[src/rtl/peri_mic_capture_if.sv]
// Wishbone-style 8-bit peripheral bus bundle for peri_mic_capture.
// Signal names keep the device-side direction suffixes so both ends read naturally.
interface peri_mic_capture_if;
  logic       wb_we_i;
  logic       wb_stb_i;
  logic       wb_ack_o;
  logic [3:0] wb_adr_i;
  logic [7:0] wb_dat_i;
  logic [7:0] wb_dat_o;

  modport master (
    output wb_we_i, wb_stb_i, wb_adr_i, wb_dat_i,
    input  wb_ack_o, wb_dat_o
  );

  modport slave (
    input  wb_we_i, wb_stb_i, wb_adr_i, wb_dat_i,
    output wb_ack_o, wb_dat_o
  );
endinterface

[src/rtl/peri_mic_capture.sv]
// PDM microphone capture: programmable mic clock, ones-count decimation,
// warm-up discard, sample FIFO and level interrupt behind an 8-bit Wishbone port.
module peri_mic_capture #(
  parameter int FifoDepth     = 8,
  parameter int WarmupSamples = 4
) (
  input  logic              clk_i,
  input  logic              rst_ni,
  peri_mic_capture_if.slave wb,
  output logic              mic_clk_o,
  input  logic              mic_data_i,
  output logic              irq_o
);
  localparam int AW = $clog2(FifoDepth);
  localparam logic [7:0]  WarmLast = 8'(WarmupSamples - 1);
  localparam logic [AW:0] FullLvl  = (AW+1)'(FifoDepth);

  typedef enum logic [1:0] {IDLE, WARMUP, RUN} state_e;

  state_e        state_q, state_d;
  logic          ack_q, irq_q, en_q, irqen_q, ovf_q, mic_q;
  logic [7:0]    dat_q, div_q, decim_q, thresh_q;
  logic [7:0]    cnt_q, bits_q, decim_lat_q, warm_q;
  logic [8:0]    acc_q;
  logic [AW-1:0] wr_q, rd_q;
  logic [AW:0]   level_q;
  logic [7:0]    mem_q [FifoDepth];

  logic       access, wr_en, rd_en, en_d, clr, empty, full, pop;
  logic       running, tick, rise, done, push_req, push_ok, ovf_set;
  logic [7:0] limit, sample, rdata;
  logic [8:0] sum;

  assign access = wb.wb_stb_i & ~ack_q;
  assign wr_en  = access & wb.wb_we_i;
  assign rd_en  = access & ~wb.wb_we_i;
  // EN acts on the same edge that acknowledges the CTRL write
  assign en_d   = (wr_en && wb.wb_adr_i == 4'h0) ? wb.wb_dat_i[0] : en_q;
  assign clr    = wr_en && wb.wb_adr_i == 4'h0 && wb.wb_dat_i[1];
  assign empty  = (level_q == '0);
  assign full   = (level_q == FullLvl);
  assign pop    = rd_en && wb.wb_adr_i == 4'h4 && !empty;

  assign running  = (state_q != IDLE) && en_d;
  assign tick     = running && (cnt_q == 8'd0);
  assign rise     = tick && !mic_q;
  assign limit    = (bits_q == 8'd0) ? decim_q : decim_lat_q;
  assign done     = rise && (bits_q == limit);
  assign sum      = acc_q + {8'd0, mic_data_i};
  assign sample   = sum[8] ? 8'hFF : sum[7:0];
  assign push_req = done && (state_q == RUN);
  assign push_ok  = push_req && (!full || pop);
  assign ovf_set  = push_req && full && !pop && !clr;

  always_comb begin
    state_d = state_q;
    if (!en_d) begin
      state_d = IDLE;
    end else begin
      case (state_q)
        IDLE:    state_d = (WarmupSamples == 0) ? RUN : WARMUP;
        WARMUP:  if (done && warm_q == WarmLast) state_d = RUN;
        default: state_d = state_q;
      endcase
    end
  end

  always_comb begin
    rdata = 8'h00;
    case (wb.wb_adr_i)
      4'h0:    rdata = {5'd0, irqen_q, 1'b0, en_q};
      4'h1:    rdata = div_q;
      4'h2:    rdata = decim_q;
      4'h3:    rdata = {5'd0, ovf_q, full, empty};
      4'h4:    rdata = empty ? 8'h00 : mem_q[rd_q];
      4'h5:    rdata = 8'(level_q);
      4'h6:    rdata = thresh_q;
      default: rdata = 8'h00;
    endcase
  end

  always_ff @(posedge clk_i or negedge rst_ni) begin
    if (!rst_ni) begin
      state_q  <= IDLE;
      ack_q    <= 1'b0;
      dat_q    <= 8'h00;
      en_q     <= 1'b0;
      irqen_q  <= 1'b0;
      ovf_q    <= 1'b0;
      div_q    <= 8'h01;
      decim_q  <= 8'h3F;
      thresh_q <= 8'h01;
      irq_q    <= 1'b0;
    end else begin
      state_q <= state_d;
      ack_q   <= wb.wb_stb_i & ~ack_q;
      dat_q   <= rd_en ? rdata : 8'h00;
      en_q    <= en_d;
      if (wr_en) begin
        case (wb.wb_adr_i)
          4'h0:    irqen_q  <= wb.wb_dat_i[2];
          4'h1:    div_q    <= wb.wb_dat_i;
          4'h2:    decim_q  <= wb.wb_dat_i;
          4'h6:    thresh_q <= wb.wb_dat_i;
          default: ;
        endcase
      end
      // a new overflow in the same cycle as a write-1 clear stays set
      if (ovf_set) ovf_q <= 1'b1;
      else if (wr_en && wb.wb_adr_i == 4'h3 && wb.wb_dat_i[2]) ovf_q <= 1'b0;
      irq_q <= irqen_q && (8'(level_q) >= thresh_q) && (thresh_q != 8'h00);
    end
  end

  always_ff @(posedge clk_i or negedge rst_ni) begin
    if (!rst_ni) begin
      mic_q       <= 1'b0;
      cnt_q       <= 8'h00;
      acc_q       <= 9'd0;
      bits_q      <= 8'd0;
      decim_lat_q <= 8'd0;
      warm_q      <= 8'd0;
    end else if (!running) begin
      mic_q  <= 1'b0;
      cnt_q  <= div_q;
      acc_q  <= 9'd0;
      bits_q <= 8'd0;
      warm_q <= 8'd0;
    end else begin
      if (tick) begin
        cnt_q <= div_q;
        mic_q <= ~mic_q;
      end else begin
        cnt_q <= cnt_q - 8'd1;
      end
      if (rise) begin
        if (bits_q == 8'd0) decim_lat_q <= decim_q;
        if (done) begin
          acc_q  <= 9'd0;
          bits_q <= 8'd0;
        end else begin
          acc_q  <= sum;
          bits_q <= bits_q + 8'd1;
        end
      end
      if (done && state_q == WARMUP) warm_q <= warm_q + 8'd1;
    end
  end

  always_ff @(posedge clk_i or negedge rst_ni) begin
    if (!rst_ni) begin
      wr_q    <= '0;
      rd_q    <= '0;
      level_q <= '0;
    end else if (clr) begin
      wr_q    <= '0;
      rd_q    <= '0;
      level_q <= '0;
    end else begin
      if (push_ok) wr_q <= wr_q + AW'(1);
      if (pop)     rd_q <= rd_q + AW'(1);
      level_q <= level_q + (AW+1)'(push_ok) - (AW+1)'(pop);
    end
  end

  always_ff @(posedge clk_i) begin
    if (push_ok) mem_q[wr_q] <= sample;
  end

  assign wb.wb_ack_o = ack_q;
  assign wb.wb_dat_o = dat_q;
  assign mic_clk_o   = mic_q;
  assign irq_o       = irq_q;
endmodule

[src/flat_wrapper.sv]
// flat-port wrapper written by rule: the top's interface ports become plain ports
module peri_mic_capture_flat 
#(
  parameter int FifoDepth     = 8,
  parameter int WarmupSamples = 4
)
  (clk_i, rst_ni, mic_clk_o, mic_data_i, irq_o, wb_wb_we_i, wb_wb_stb_i, wb_wb_adr_i, wb_wb_dat_i, wb_wb_ack_o, wb_wb_dat_o);
  peri_mic_capture_if wb_i ();
  input  logic clk_i;
  input  logic rst_ni;
  output logic mic_clk_o;
  input  logic mic_data_i;
  output logic irq_o;
  input wire logic [$bits(wb_i.wb_we_i)-1:0] wb_wb_we_i;
  input wire logic [$bits(wb_i.wb_stb_i)-1:0] wb_wb_stb_i;
  input wire logic [$bits(wb_i.wb_adr_i)-1:0] wb_wb_adr_i;
  input wire logic [$bits(wb_i.wb_dat_i)-1:0] wb_wb_dat_i;
  output wire logic [$bits(wb_i.wb_ack_o)-1:0] wb_wb_ack_o;
  output wire logic [$bits(wb_i.wb_dat_o)-1:0] wb_wb_dat_o;
  assign wb_i.wb_we_i = wb_wb_we_i;
  assign wb_i.wb_stb_i = wb_wb_stb_i;
  assign wb_i.wb_adr_i = wb_wb_adr_i;
  assign wb_i.wb_dat_i = wb_wb_dat_i;
  assign wb_wb_ack_o = wb_i.wb_ack_o;
  assign wb_wb_dat_o = wb_i.wb_dat_o;
  peri_mic_capture #(.FifoDepth(FifoDepth), .WarmupSamples(WarmupSamples)) u_core (.clk_i(clk_i), .rst_ni(rst_ni), .wb(wb_i), .mic_clk_o(mic_clk_o), .mic_data_i(mic_data_i), .irq_o(irq_o));
endmodule
[config.mk]
export PLATFORM = sky130hd
export DESIGN_NAME = peri_mic_capture_flat
export DESIGN_NICKNAME = d
export VERILOG_FILES = /design/src/rtl/peri_mic_capture_if.sv /design/src/rtl/peri_mic_capture.sv /design/src/flat_wrapper.sv
export SDC_FILE = /design/constraint.sdc
export NUM_CORES = 1
export LEC_CHECK = 0
export CAP_MARGIN = 25
export CORE_MARGIN = 2
export CORE_UTILIZATION = 57
export CTS_BUF_LIST = sky130_fd_sc_hd__clkbuf_2 sky130_fd_sc_hd__clkbuf_4 sky130_fd_sc_hd__clkbuf_8
export DETAILED_ROUTE_END_ITERATION = 6
export GPL_TIMING_DRIVEN = 0
export PLACE_DENSITY = 0.78
export SYNTH_ARGS = -nofsm -noshare
export SYNTH_HDL_FRONTEND = slang
export SYNTH_SLANG_ARGS = --single-unit
[constraint.sdc]
create_clock -name clk_i -period 3.26 [get_ports clk_i]
set_input_delay 0.489 -clock clk_i [delete_from_list [all_inputs] [get_ports clk_i]]
set_output_delay 0.489 -clock clk_i [all_outputs]
set_load 0.005 [all_outputs]
* Yosys cells after proc, flatten, opt, wreduce, memory -nomap -nowiden
Memories as Yosys holds them, arrays and structs flattened.
Index checks and enable logic that the tools add are counted.
** Storage, ports and cells
- Register bits :: 91
- Bits in writable memories :: 64
- Memories kept :: 1
- Input port bits :: 17
** Memories
- u_core.mem_q :: depth 8, width 8, rd ports 1, clocked after memory_dff 0, wr ports 1, RTL line peri_mic_capture.sv:27 : logic [7:0] mem_q [FifoDepth];
** Cells by class
- Order comparisons :: 1
- Reduce and logical (&&, ||, !) cells :: 41
- Eq/ne operators :: 16
- Add/sub/neg operators :: 8
- Bitwise logic cells :: 6
- Mux-type cells :: 30
** Operators by type and width (count)
- 8-bit 2-to-1 mux :: 11
- 8-bit case mux with 7 select lines :: 1
- 9-bit 2-to-1 mux :: 3
- 1-bit logical AND :: 19
- 8-bit by 1-bit adder with 8-bit output, second input constant :: 2
- 8-bit logical NOT :: 2
- 4-bit by 3-bit equality test with 1-bit output, second input constant :: 3
- 3-bit 2-to-1 mux :: 4
- 2-bit AND reduction :: 6
- 9-bit by 1-bit adder with 9-bit output :: 1
- 4-bit by 2-bit equality test with 1-bit output, second input constant :: 2
- 8-bit by 2-bit equality test with 1-bit output, second input constant :: 1
- 8-bit equality test :: 1
- 4-bit by 8-bit >= comparator with 1-bit output :: 1
- 4-bit logical NOT :: 2
- 2-bit nonzero test :: 4
- 8-bit nonzero test :: 1
- 8-bit by 1-bit subtractor with 8-bit output, second input constant :: 1
- 1-bit 2-to-1 mux :: 7
- 3-bit by 1-bit adder with 3-bit output, second input constant :: 2
- 2-bit != test, second input constant :: 3
- 3-bit != test, second input constant :: 2
- 1-bit logical NOT :: 5
- 4-bit by 1-bit adder with 4-bit output :: 1
- other kinds (12) :: 17

* Depth between registers and ports, before layout
- Word-level depth :: 14
- Mapped depth :: 14

* Least setup slack after synthesis
Ideal clock, no wire load.
- Kind :: reg-to-reg
- Start :: register u_core.bits_q[0]
- End :: memory u_core.mem_q[2][0] (enable)
- Setup slack :: -45 ps
- Library setup time :: 398 ps
- Cell stages (with the launch flop) :: 9
- Clock period less this slack :: 3305 ps
- Path buffers :: 1
- Required time :: 2862 ps
- Arrival :: 2907 ps
- Path through :: dfrtp_1 -> inv_1 -> ha_1 -> nor4b_4 -> o2111ai_1 -> a2111oi_2 -> o2111ai_1 -> buf_2 -> nor4b_1
** On the way
- Longest elaborated chain between the ends :: 8
** Ends and longest elaborated chain
- start: declaration :: RTL line peri_mic_capture.sv:23 : logic [7:0] cnt_q, bits_q, decim_lat_q, warm_q;
- start signal: assignment :: RTL line peri_mic_capture.sv:143 : bits_q <= bits_q + 8'd1;
- 8-bit logical NOT :: RTL line peri_mic_capture.sv:47 : assign limit = (bits_q == 8'd0) ? decim_q : decim_lat_q;
- 8-bit 2-to-1 mux
- 8-bit equality test * :: RTL line peri_mic_capture.sv:48 : assign done = rise && (bits_q == limit);
- 1-bit logical AND * :: RTL line peri_mic_capture.sv:48
- 1-bit logical AND * :: RTL line peri_mic_capture.sv:51 : assign push_req = done && (state_q == RUN);
- 1-bit logical AND * :: RTL line peri_mic_capture.sv:52 : assign push_ok = push_req && (!full || pop);
- 1-bit 2-to-1 mux * :: RTL line peri_mic_capture.sv:167 : if (push_ok) mem_q[wr_q] <= sample;
- 1-bit 2-to-1 mux (implied by the code) * :: RTL line peri_mic_capture.sv:167
- end: declaration :: RTL line peri_mic_capture.sv:27
Mark *: on every way between the ends. The rest lies on a longest branch, timed or not.

* Final worst setup path
- Start :: register u_core.cnt_q[2]
- End :: register u_core.level_q[1]
** On the way
- Longest elaborated chain between the ends :: 9
** Ends and longest elaborated chain
- start: declaration :: RTL line peri_mic_capture.sv:23
- start signal: assignment :: RTL line peri_mic_capture.sv:125 : cnt_q <= div_q;
- start signal: assignment :: RTL line peri_mic_capture.sv:131 : cnt_q <= div_q;
- start signal: assignment :: RTL line peri_mic_capture.sv:134 : cnt_q <= cnt_q - 8'd1;
- 8-bit logical NOT :: RTL line peri_mic_capture.sv:45 : assign tick = running && (cnt_q == 8'd0);
- 1-bit logical AND :: RTL line peri_mic_capture.sv:45
- 1-bit logical AND :: RTL line peri_mic_capture.sv:46 : assign rise = tick && !mic_q;
- 1-bit logical AND :: RTL line peri_mic_capture.sv:48
- 1-bit logical AND :: RTL line peri_mic_capture.sv:51
- 1-bit logical AND :: RTL line peri_mic_capture.sv:52
- 4-bit by 1-bit adder with 4-bit output :: RTL line peri_mic_capture.sv:162 : level_q <= level_q + (AW+1)'(push_ok) - (AW+1)'(pop);
- 4-bit by 1-bit subtractor with 4-bit output :: RTL line peri_mic_capture.sv:162
- 4-bit 2-to-1 mux :: RTL line peri_mic_capture.sv:155 : end else if (clr) begin
- end signal: assignment :: RTL line peri_mic_capture.sv:162
- end: declaration :: RTL line peri_mic_capture.sv:26 : logic [AW:0] level_q;
Every way passes these cells.
A chain may end at the register's enable or synchronous reset.

==> results.toml <==
[clock_tree]
clock_insertion_delay_worst_skew_ns = 0.47
cts_root_buffer = "clkbuf_8"
cts_tree = "built"
hold_buffers = 0
cts.path.max_buffers = 2
cts_made_buffers = 17
clk_transition_reported_paths_ns = 0.09
numClockSinks = 155
htreeDepth = 4

[drt]
ant_nets = 0
num_vias = 5028
drt_pass1_iterations = 6
drt-initial-drc-count = 466
finalWirelength_mm = 16.34
route.detailed.drc = 0
routedWlPerCell_microns = 19.62
vias_per_cell = 6.036

[global_route]
grt_usage_pct = 24.96
antenna_found_initial = 0
grt-ovfl-total = 0
grt_pass1_wl_mm = 26.75
use_met3_pct = 5.405
grtUsageMet1_pct = 33.29
grt.busiest_layer = "met2"
grt_start_max_net_pins = 55
grt_pass1_vias = 5195
met2_usage_pct = 39.96

[floorplan]
fp.dieH_microns = 118.2
die_width_microns = 118.2
die-area_sq_um = 13970
core_area_sq_um = 12670
initial_utilization_pct = 58.66
ios = 28
num_rows = 41

[worst_setup_path]
crit_type = "reg -> reg"
critPathLaunchType = "register"
endpoint_kind = "register"
path_max_fanout = 10
worst_ep_arrival_time_ns = 3.40
cp.required_ns = 3.60

[synth]
netlist_instances = 591
synth_area_leaders = "dfrtp_1, edfxtp_1, mux2_2, mux4_2, ha_1"
synth_fa_ha_area_share_pct = 3.468
yosys-top-cells-count = "dfrtp_1, edfxtp_1, nand2_1, mux2_2, inv_1"
synth-async-reset-ratio_pct = 58.71
synth_compound_area_share_pct = 9.192
synth_cell_types = 67
syn_nets = 628
avgSynthCellArea_sq_um = 12.58
muxShareOfSynthArea_pct = 11.45
syn-cell-area_sq_um = 7432
ys_ff_latch = 155
synth_edf_count = 64
synthSimpleGateAreaFrac_pct = 13.99
synth-main-ff-cell = "dfrtp_1"
synth_top_family_by_area = "simple AND/OR/NAND/NOR gates"
netlist.area_leader.share_pct = 27.95
yosys_warnings = 0
yosys.area.top_type = "dfrtp_1"
seq_area_frac_synth_pct = 56.63
synth.most_common_cell = "dfrtp_1"
synth-xor-area-share_pct = 2.239

[sta]
relSlewSlack_pct = 38.24
hold_violations = 12
rsz0062_at_grt = "false"
fmax_ghz = 0.3269
hold_ws_ns = -0.004813
fin_ws_ns = 0.2008
fin_crit_sh_pct = 93.84
finClkSkew_ns = 0.01558
setup_violations = 0
tns_ns = 0
period_minus_slack_ns = 3.059
worst_pin_slew_ns = 0.9239
slew_viol_final = 0

[pwr]
power_density_nw_per_um2 = 538.6
switching_share_pct = 28.32
p_comb_share_pct = 18.2
seqPwrFrac_pct = 50.5
peakVddDrop_mv = 0.3236
p_sw_uw = 1299
clockPowerShare_pct = 31.3
intPower_uw = 3286
leakage_uw = 0.003208

[place]
gp_congestion = 0.9141
hpwlAfterDp_mm = 11.68
io_buffers = 26
place_ws_ns = -0.5991

[final_layout]
area_delta_synth_final_pct = 14.55
fillers = 900
seq_area_sq_um = 4210
multi_input_area_sq_um = 3094
nets = 685
antenna_cells = 0
drive_above_1_share_pct = 22.09

[worst_hold_path]
hold_path_class = "in -> async"

[run]
cap_violations = 0

[outcome]
failed_checks = "negative hold slack"
outcome = "finished, violations left"
## area by class of cell
type,instances,share of cell area [%]
buffer,24,1.352
timing repair buffer,38,4.321
sequential,155,49.46
inverter,31,1.367
tap,172,2.528
clock buffer,19,2.925
multi-input combinational,381,36.35
clock inverter,13,1.705
## critical path, cell delays in order (launching register included)
cell,delay [ns]
dfrtp_1,0.44
nor4_2,0.59
nand2_2,0.27
o21ba_2,0.32
buf_4,0.15
o2111ai_2,0.18
buf_6,0.21
inv_1,0.06
ha_1,0.18
fa_1,0.41
nor2b_1,0.14
## worst paths after layout
path                                               from  slack (ns)  cells after the start                       endpoint
setup / recovery              u_core.cnt_q[2]$_DFF_PN0_        0.20                     10    u_core.level_q[1]$_DFF_PN0_
hold / removal                                   rst_ni      -0.005                      1         u_core.irq_o$_DFF_PN0_
setup reg to reg              u_core.cnt_q[2]$_DFF_PN0_        0.20                     10    u_core.level_q[1]$_DFF_PN0_
hold reg to reg            u_core.wb.wb_ack_o$_DFF_PN0_        0.48                      1   u_core.wb.wb_ack_o$_DFF_PN0_
max in group asynchronous                        rst_ni        2.58                      2  u_core.decim_q[2]$_DFFE_PN1P_
min in group clk_i         u_core.wb.wb_ack_o$_DFF_PN0_        0.48                      1   u_core.wb.wb_ack_o$_DFF_PN0_
## state kept, by name, indices dropped and copies added (netlist names)
register            flops
u_core.mem_q           64
u_core.level_q          4
u_core.wb.wb_dat_o      8
u_core.warm_q           8
u_core.acc_q            9
u_core.state_q          2
u_core.div_q            8
u_core.mic_clk_o        1
u_core.decim_lat_q      8
u_core.wr_q             3
u_core.irqen_q          1
u_core.bits_q           8
u_core.cnt_q            8
u_core.rd_q             3
u_core.ovf_q            1
u_core.irq_o            1
u_core.en_q             1
u_core.thresh_q         8
u_core.decim_q          8
u_core.wb.wb_ack_o      1
## stage by stage
step                hold WS, ns  utilization [%]  cell area [sq um]  power (uW)  cells
CTS                    0.007511            66.68               8449        4580    830
global route            0.03221            67.19               8513        4802    833
floorplan                0.1934                -               7432        2910    591
global placement         0.4504            62.41               7908        3126    789
finish                -0.004813            67.19               8513        4585    833
detailed placement       0.4650            63.38               8030        3163    798
## routing by layer
metal / up-vias / share of wire [%]
met1: 2523 / 44
li1: 2312 / -
met2: 160 / 49
met3: 33 / 5.3
met4: 0 / 2.4
met5: - / 0
## logic make-up (layout without fill, tap and decap cells)
logic type,after synthesis,count (layout)
AOI/OAI and AO/OA,101,101
and+or+nand+nor,180,180
buffers and inverters,55,125
muxes,61,61
xor gates and xnor gates,19,19
adders and majority gates,20,20
DFF,155,155
## cells in the final DEF (no fill, tap or decap), types with 17 or more instances in the layout
cell and n:
clkbuf_8 17, mux2_2 32, o21ai_0 27, ha_1 19, inv_1 31, dfrtp_1 82, nand2_1 46, a21oi_1 22
nor2_1 22, clkdlybuf4s50_1 25, edfxtp_1 64
## power by group through the flow
stage                     Sequential [uW]  Combinational (uW)  Clock [uW]
after CTS                            2310                 828        1440
after detailed placement             2350                 816           0
after floorplan                      2290                 620           0
after global placement               2340                 787           0
final                                2320                 834        1440
after global routing                 2330                 942        1530
## repair_timing
| action | CTS | global route |
|---|---|---|
| endpoints found under the setup margin | 22 | 62 |
| pin swaps | 1 | 4 |
| resized for setup | 4 | 8 |
| setup buffers | 0 | 3 |
Note: power is estimated with default switching activity, not from simulation.
